File: src/rtl/seg4_decode_if.sv
// Scan-sample input bus and decoded-result output bus of the two-digit seven-segment decoder.
interface seg4_decode_if;
  logic       scan_valid;
  logic       scan_sel;
  logic [7:0] scan_seg;
  logic       val_valid;
  logic       val_ready;
  logic [3:0] val_data;
  logic       val_err;
  logic [3:0] err_cnt;

  modport master (
    output scan_valid,
    output scan_sel,
    output scan_seg,
    output val_ready,
    input  val_valid,
    input  val_data,
    input  val_err,
    input  err_cnt
  );

  modport slave (
    input  scan_valid,
    input  scan_sel,
    input  scan_seg,
    input  val_ready,
    output val_valid,
    output val_data,
    output val_err,
    output err_cnt
  );
endinterface

File: src/rtl/seg4_decode.sv
// Debounced sign+magnitude seven-segment decoder: result valid two cycles after the completing sign
// sample, held in HOLD until val_ready; scan samples arriving outside COLLECT are dropped, never buffered.
module seg4_decode (
  input  logic         clk,
  input  logic         rst_n,
  seg4_decode_if.slave bus
);

  typedef enum logic [1:0] {
    S_COLLECT = 2'd0,
    S_EVAL    = 2'd1,
    S_HOLD    = 2'd2
  } state_t;

  state_t      r_state;
  state_t      w_state_nxt;

  logic [7:0]  r_mag_raw;
  logic [7:0]  r_sign_raw;
  logic        r_have_mag;
  logic [15:0] r_prev_frame;
  logic        r_prev_ok;
  logic [4:0]  r_last_out;
  logic        r_emitted;
  logic [3:0]  r_val_data;
  logic        r_val_err;
  logic [3:0]  r_err_cnt;

  logic        w_mag_take;
  logic        w_sign_take;
  logic        w_in_eval;
  logic        w_val_valid;
  logic [7:0]  w_mag_p;
  logic [7:0]  w_sign_p;
  logic [15:0] w_frame;
  logic        w_mag_ok;
  logic [3:0]  w_mag_dig;
  logic        w_sign_pos;
  logic        w_sign_neg;
  logic        w_res_err;
  logic [4:0]  w_neg_dig;
  logic [3:0]  w_res_data;
  logic        w_stable;
  logic        w_emit;

  // Returns {valid, digit} for a dp-masked, active-high segment pattern.
  function automatic logic [4:0] f_mag_decode(input logic [7:0] p);
    logic [4:0] res;
    case (p)
      8'hFC:   res = {1'b1, 4'd0};
      8'h60:   res = {1'b1, 4'd1};
      8'hDA:   res = {1'b1, 4'd2};
      8'hF2:   res = {1'b1, 4'd3};
      8'h66:   res = {1'b1, 4'd4};
      8'hB6:   res = {1'b1, 4'd5};
      8'hBE:   res = {1'b1, 4'd6};
      8'hE0:   res = {1'b1, 4'd7};
      8'hFE:   res = {1'b1, 4'd8};
      default: res = {1'b0, 4'd0};
    endcase
    return res;
  endfunction

  assign w_mag_take  = (r_state == S_COLLECT) && bus.scan_valid && !bus.scan_sel;
  assign w_sign_take = (r_state == S_COLLECT) && bus.scan_valid && bus.scan_sel && r_have_mag;

  assign w_mag_p  = ~r_mag_raw  & 8'hFE;
  assign w_sign_p = ~r_sign_raw & 8'hFE;
  assign w_frame  = {w_sign_p, w_mag_p};

  assign {w_mag_ok, w_mag_dig} = f_mag_decode(w_mag_p);
  assign w_sign_pos = (w_sign_p == 8'h00);
  assign w_sign_neg = (w_sign_p == 8'h02);

  assign w_res_err = !w_mag_ok
                   || !(w_sign_pos || w_sign_neg)
                   || (w_sign_pos && (w_mag_dig == 4'd8))
                   || (w_sign_neg && (w_mag_dig == 4'd0));

  // Negation modulo 16; -8 falls out naturally as 4'b1000.
  assign w_neg_dig  = 5'd16 - {1'b0, w_mag_dig};
  assign w_res_data = w_res_err  ? 4'd0
                    : w_sign_neg ? w_neg_dig[3:0]
                    :              w_mag_dig;

  assign w_stable = r_prev_ok && (w_frame == r_prev_frame);
  assign w_emit   = w_stable && (!r_emitted || ({w_res_err, w_res_data} != r_last_out));

  always_ff @(posedge clk or negedge rst_n) begin
    if (!rst_n) begin
      r_state <= S_COLLECT;
    end else begin
      r_state <= w_state_nxt;
    end
  end

  always_comb begin
    w_state_nxt = r_state;
    case (r_state)
      S_COLLECT: if (w_sign_take)     w_state_nxt = S_EVAL;
      S_EVAL:    w_state_nxt = w_emit ? S_HOLD : S_COLLECT;
      S_HOLD:    if (bus.val_ready)   w_state_nxt = S_COLLECT;
      default:   w_state_nxt = S_COLLECT;
    endcase
  end

  always_comb begin
    w_val_valid = 1'b0;
    w_in_eval   = 1'b0;
    case (r_state)
      S_EVAL:  w_in_eval   = 1'b1;
      S_HOLD:  w_val_valid = 1'b1;
      default: ;
    endcase
  end

  always_ff @(posedge clk or negedge rst_n) begin
    if (!rst_n) begin
      r_mag_raw    <= 8'h00;
      r_sign_raw   <= 8'h00;
      r_have_mag   <= 1'b0;
      r_prev_frame <= 16'h0000;
      r_prev_ok    <= 1'b0;
      r_last_out   <= 5'd0;
      r_emitted    <= 1'b0;
      r_val_data   <= 4'd0;
      r_val_err    <= 1'b0;
      r_err_cnt    <= 4'd0;
    end else begin
      if (w_mag_take) begin
        r_mag_raw  <= bus.scan_seg;
        r_have_mag <= 1'b1;
      end
      if (w_sign_take) begin
        r_sign_raw <= bus.scan_seg;
      end
      if (w_in_eval) begin
        r_prev_frame <= w_frame;
        r_prev_ok    <= 1'b1;
        r_have_mag   <= 1'b0;
        if (w_emit) begin
          r_val_data <= w_res_data;
          r_val_err  <= w_res_err;
          r_last_out <= {w_res_err, w_res_data};
          r_emitted  <= 1'b1;
          if (w_res_err && (r_err_cnt != 4'hF)) begin
            r_err_cnt <= r_err_cnt + 4'd1;
          end
        end
      end
    end
  end

  assign bus.val_valid = w_val_valid;
  assign bus.val_data  = r_val_data;
  assign bus.val_err   = r_val_err;
  assign bus.err_cnt   = r_err_cnt;

endmodule

File: src/flat_wrapper.sv
// flat-port wrapper written by rule: the top's interface ports become plain ports
module seg4_decode_flat 
  (clk, rst_n, bus_scan_valid, bus_scan_sel, bus_scan_seg, bus_val_ready, bus_val_valid, bus_val_data, bus_val_err, bus_err_cnt);
  seg4_decode_if bus_i ();
  input  logic clk;
  input  logic rst_n;
  input wire logic [$bits(bus_i.scan_valid)-1:0] bus_scan_valid;
  input wire logic [$bits(bus_i.scan_sel)-1:0] bus_scan_sel;
  input wire logic [$bits(bus_i.scan_seg)-1:0] bus_scan_seg;
  input wire logic [$bits(bus_i.val_ready)-1:0] bus_val_ready;
  output wire logic [$bits(bus_i.val_valid)-1:0] bus_val_valid;
  output wire logic [$bits(bus_i.val_data)-1:0] bus_val_data;
  output wire logic [$bits(bus_i.val_err)-1:0] bus_val_err;
  output wire logic [$bits(bus_i.err_cnt)-1:0] bus_err_cnt;
  assign bus_i.scan_valid = bus_scan_valid;
  assign bus_i.scan_sel = bus_scan_sel;
  assign bus_i.scan_seg = bus_scan_seg;
  assign bus_i.val_ready = bus_val_ready;
  assign bus_val_valid = bus_i.val_valid;
  assign bus_val_data = bus_i.val_data;
  assign bus_val_err = bus_i.val_err;
  assign bus_err_cnt = bus_i.err_cnt;
  seg4_decode u_core (.clk(clk), .rst_n(rst_n), .bus(bus_i));
endmodule
File: config.mk
export PLATFORM = sky130hd
export DESIGN_NAME = seg4_decode_flat
export DESIGN_NICKNAME = d
export VERILOG_FILES = /design/src/rtl/seg4_decode_if.sv /design/src/rtl/seg4_decode.sv /design/src/flat_wrapper.sv
export SDC_FILE = /design/constraint.sdc
export NUM_CORES = 1
export LEC_CHECK = 0
export CAP_MARGIN = 30
export CORE_MARGIN = 2
export CORE_UTILIZATION = 25
export CTS_CLUSTER_SIZE = 24
export DETAILED_ROUTE_END_ITERATION = 10
export PLACE_DENSITY = 0.49
export SYNTH_ARGS = -nofsm -noshare
export SYNTH_HDL_FRONTEND = slang
export SYNTH_SLANG_ARGS = --single-unit
File: constraint.sdc
create_clock -name clk -period 3.9 [get_ports clk]
set_clock_uncertainty 0.1 [all_clocks]
set_input_delay 0.78 -clock clk [delete_from_list [all_inputs] [get_ports clk]]
set_output_delay 0.78 -clock clk [all_outputs]
set_load 0.05 [all_outputs]
==> metrics.txt <==
# TYPE chip_impl_metric gauge
chip_impl_metric{name="grt_start_max_net_pins",unit=""} 32
chip_impl_metric{name="io_pins",unit=""} 23
chip_impl_metric{name="global_route_wire_length_before_repair",unit="um"} 9163
chip_impl_metric{name="detail_route.iter0.violations",unit=""} 92
chip_impl_metric{name="p_seq_frac",unit=""} 0.484
chip_impl_metric{name="synth_warnings",unit=""} 0
chip_impl_metric{name="number_of_flops_mapped_to_enable_cells_by_yosys",unit=""} 0
chip_impl_metric{name="insertedDiodeCount",unit=""} 0
chip_impl_metric{name="crit_required",unit="ns"} 3.99
chip_impl_metric{name="timing.fmax",unit="GHz"} 0.2755
chip_impl_metric{name="worst_skew_pair.late_latency",unit="ns"} 0.30
chip_impl_metric{name="cts_setup_buffers",unit=""} 0
chip_impl_metric{name="post_cts_hold_buffer_count",unit=""} 0
chip_impl_metric{name="dieWidth",unit="um"} 104.2
chip_impl_metric{name="fp.coreArea",unit="um^2"} 9774
chip_impl_metric{name="cts_made_buffers",unit=""} 5
chip_impl_metric{name="avgViaCountPerCell",unit=""} 4.504
chip_impl_metric{name="ff2ff_setup_slack",unit="ns"} 0.27
chip_impl_metric{name="effective_utilization_at_floorplan",unit=""} 0.2570
chip_impl_metric{name="internal_power_of_the_cells",unit="mW"} 0.8769
chip_impl_metric{name="total_power",unit="mW"} 1.333
chip_impl_metric{name="finish.instance_area",unit="um^2"} 2995
chip_impl_info{name="grt_setup_unrepaired",value="no"} 1
chip_impl_metric{name="first_global_vias",unit=""} 1740
chip_impl_metric{name="syn_area",unit="um^2"} 2512
chip_impl_metric{name="final_period_minus_worst_setup_slack",unit="ns"} 3.629
chip_impl_metric{name="synth.yosys.seq_area_share",unit=""} 0.4183
chip_impl_metric{name="fp.dieArea",unit="um^2"} 10870
chip_impl_info{name="cts-root-buf",value="clkbuf_8"} 1
chip_impl_metric{name="yosys.cell_types.count",unit=""} 64
chip_impl_metric{name="cts_htree_levels",unit=""} 2
chip_impl_metric{name="timing.reg2reg.worst_path_depth",unit=""} 11
chip_impl_metric{name="async_flop_share",unit=""} 1.000
chip_impl_metric{name="synth_to_final_area_change",unit="%"} 19.22
chip_impl_metric{name="cts-root-to-sink-buffers",unit=""} 2
chip_impl_metric{name="relSlewSlack",unit=""} 0.5063
chip_impl_info{name="critical_path.reg2reg.endpoint",value="u_core.bus.val_data[2]"} 1
chip_impl_metric{name="setup_tns",unit="ns"} 0
chip_impl_metric{name="p_leak",unit="nW"} 1.234
chip_impl_info{name="post_synth_main_area_contributors",value="dfrtp_1, mux2_2, xnor2_1, nand2_1, o21ai_0"} 1
chip_impl_metric{name="place_ws",unit="ns"} 0.2647
chip_impl_metric{name="post-place-cells",unit=""} 377
chip_impl_metric{name="placement.cell_area",unit="um^2"} 2900
chip_impl_metric{name="sw_frac_of_total",unit=""} 0.3419
chip_impl_metric{name="hpwlAfterDp",unit="um"} 3898
chip_impl_metric{name="core.rowCount",unit=""} 36
chip_impl_metric{name="cts.clk_slew.worst_paths",unit="ns"} 0.09
chip_impl_metric{name="route.vias.total",unit=""} 1734
chip_impl_metric{name="power_per_cell_area",unit="nW/um^2"} 444.9
chip_impl_metric{name="fillerInstances",unit=""} 1024
chip_impl_metric{name="design.final.nets",unit=""} 266
chip_impl_metric{name="drv.max_cap_violation_count",unit=""} 0
chip_impl_metric{name="global_route.overflow_total",unit=""} 0
chip_impl_metric{name="ys_ff_latch",unit=""} 42
chip_impl_info{name="yosysTopAreaCell",value="dfrtp_1"} 1
chip_impl_metric{name="synth_area_per_cell",unit="um^2"} 11.22
chip_impl_metric{name="instances_no_fill",unit=""} 385
chip_impl_metric{name="p_sw",unit="mW"} 0.4556
chip_impl_metric{name="synth.top_cell.area_share",unit=""} 0.4183
chip_impl_info{name="timing.hold.worst.class",value="input port to async pin"} 1
chip_impl_metric{name="hold_viol_final",unit=""} 0
chip_impl_info{name="worst_setup_path_start_kind",value="flop"} 1
chip_impl_metric{name="final-max-slew-violation-count",unit=""} 0
chip_impl_metric{name="period_share",unit=""} 0.9306
chip_impl_metric{name="final_antenna_net_count",unit=""} 0
chip_impl_info{name="tritoncts",value="yes"} 1
chip_impl_metric{name="setup_slack",unit="ns"} 0.2706
chip_impl_info{name="worstSetupPathType",value="flop to flop"} 1
chip_impl_metric{name="io_buffers",unit=""} 21
chip_impl_metric{name="cts.sink_count",unit=""} 42
chip_impl_metric{name="layout-drive-gt1-share",unit=""} 0.2381
chip_impl_metric{name="utilization_after_layout",unit=""} 0.3065
chip_impl_metric{name="drt-total-wl",unit="um"} 5114
chip_impl_metric{name="dr.pass1.iters",unit=""} 4
chip_impl_metric{name="groute.usage.overall",unit=""} 0.1045
chip_impl_info{name="worst_flop_to_flop_path_startpoint",value="u_core.r_mag_raw[3]"} 1
chip_impl_info{name="critical_path.endpoint_type",value="flop"} 1
chip_impl_metric{name="finalSetupViolations",unit=""} 0
chip_impl_metric{name="place.gp.congestion",unit=""} 0.7004
chip_impl_metric{name="hold-worst-slack",unit="ns"} 0.3504
chip_impl_metric{name="fp.dieH",unit="um"} 104.2
chip_impl_metric{name="critical_path_arrival",unit="ns"} 3.72
chip_impl_metric{name="antenna_found_initial",unit=""} 0
chip_impl_metric{name="synth_cells",unit=""} 224
chip_impl_metric{name="irDropWorstVdd",unit="mV"} 0.1512
chip_impl_metric{name="worst-path-max-fanout",unit=""} 9
chip_impl_info{name="yosys_most_used_dff",value="dfrtp_1"} 1
chip_impl_metric{name="drcViolationCount",unit=""} 0
chip_impl_metric{name="worst-slew-pin-transition",unit="ns"} 0.7378
chip_impl_metric{name="wire_per_inst",unit="um"} 13.28
chip_impl_metric{name="syn_nets",unit=""} 239
chip_impl_metric{name="comb_power_share",unit=""} 0.283
chip_impl_metric{name="post_cts.resized_instances",unit=""} 0
chip_impl_metric{name="power_frac_clock",unit=""} 0.233
chip_impl_info{name="status",value="completed"} 1
-- cell type report --
class / count / area, um^2 / area share
Timing Repair Buffer: 31 / 300.3 / 0.1003
Inverter: 7 / 26.28 / 0.008772
Clock inverter: 1 / 8.758 / 0.002924
Multi-Input combinational cell: 164 / 1356 / 0.4528
Tap cell: 133 / 166.4 / 0.05556
Sequential cell: 42 / 1051 / 0.3509
Clock buffer: 7 / 86.33 / 0.02882
-- logic make-up after synthesis --
logic type	Yosys count	synth area share
AO/OA/AOI/OAI	44	0.1599
XOR/XNOR	18	0.06574
adder cells (fa/ha/maj)	2	0.009959
buffers and inverters	18	0.04183
flip-flops	42	0.4183
multiplexers	21	0.09910
AND/OR/NAND/NOR	79	0.2052
-- power by group through the flow --
stage | registers, mW | clock network [mW] | logic (mW)
5_1_grt | 0.665 | 0.346 | 0.429
6_report | 0.645 | 0.311 | 0.377
2_1_floorplan | 0.616 | 0 | 0.321
3_3_place_gp | 0.652 | 0 | 0.376
4_1_cts | 0.647 | 0.322 | 0.385
3_5_place_dp | 0.655 | 0 | 0.384
-- worst max-delay path by stage --
stage / slack [ns] / endpoint / start / cells past startpoint
4_1_cts: 0.25 / u_core.bus.err_cnt[1] / u_core.r_mag_raw[3] / 12
3_5_place_dp: 0.26 / u_core.bus.val_data[0] / u_core.r_mag_raw[3] / 11
5_1_grt: 0.04 / u_core.bus.err_cnt[1] / u_core.r_mag_raw[3] / 12
2_1_floorplan: 0.43 / u_core.bus.val_data[2] / u_core.r_mag_raw[7] / 12
3_3_place_gp: 0.29 / u_core.bus.val_data[0] / u_core.r_mag_raw[3] / 12
6_report: 0.27 / u_core.bus.val_data[2] / u_core.r_mag_raw[3] / 11
-- synth_stat cells (2+ instances only) --
| master | number |
|---|---|
| nor2b_1 | 2 |
| nand3_1 | 4 |
| mux2_4 | 4 |
| nand2b_1 | 5 |
| clkbuf_1 | 5 |
| ha_1 | 2 |
| dfrtp_1 | 42 |
| and4_1 | 3 |
| mux2i_1 | 2 |
| nand4b_1 | 3 |
| nor4_2 | 2 |
| xor2_1 | 6 |
| buf_4 | 2 |
| a21o_1 | 3 |
| a31oi_1 | 2 |
| nand2_1 | 22 |
| and3_1 | 2 |
| o31ai_1 | 3 |
| a22oi_1 | 2 |
| mux2_2 | 14 |
| nor3_4 | 2 |
| o21ai_0 | 16 |
| buf_6 | 4 |
| xnor2_1 | 11 |
| nor2_1 | 8 |
| nand4_1 | 3 |
| nor4_1 | 5 |
| a21oi_1 | 2 |
| nor3_1 | 2 |
| inv_1 | 7 |
-- flip-flops by register name, summed over array words and instances (netlist names) --
register / flops
u_core.r_have_mag: 1
u_core.r_prev_ok: 1
u_core.r_prev_frame: 14
u_core.bus.val_data: 3
u_core.r_last_out: 2
u_core.r_sign_raw: 7
u_core.r_emitted: 1
u_core.r_mag_raw: 7
u_core.bus.err_cnt: 4
u_core.r_state: 2
-- worst max-delay path, stage by stage (launching register included) --
cell and delay, ns:
dfrtp_1 0.59, or3b_1 0.41, nor3_1 0.16, a22oi_1 0.12
ha_1 0.24, nand4bb_1 0.22, or3_1 0.32, a22oi_1 0.17
o2111a_1 0.27, nor4_4 0.08, o41a_4 0.54, mux2_4 0.31
-- placed cells by master (no fill, tap or decap), drive strengths merged, types with 4 or more instances in the layout --
cell	count
clkbuf	7
nor3	5
dfrtp	42
inv	8
clkdlybuf4s50	20
nand2	23
mux2	19
nand3	4
nor2	9
xor2	6
nor4	8
o31ai	4
nand2b	5
o21ai	17
xnor2	12
buf	11
-- routing by layer --
metal  global-route usage  wire length (um)
met5                    0                 0
met1               0.1482              2602
met4              0.02992                95
met3              0.02444               100
met2               0.1588              2315
No activity file was read; power rests on OpenSTA's default activity.
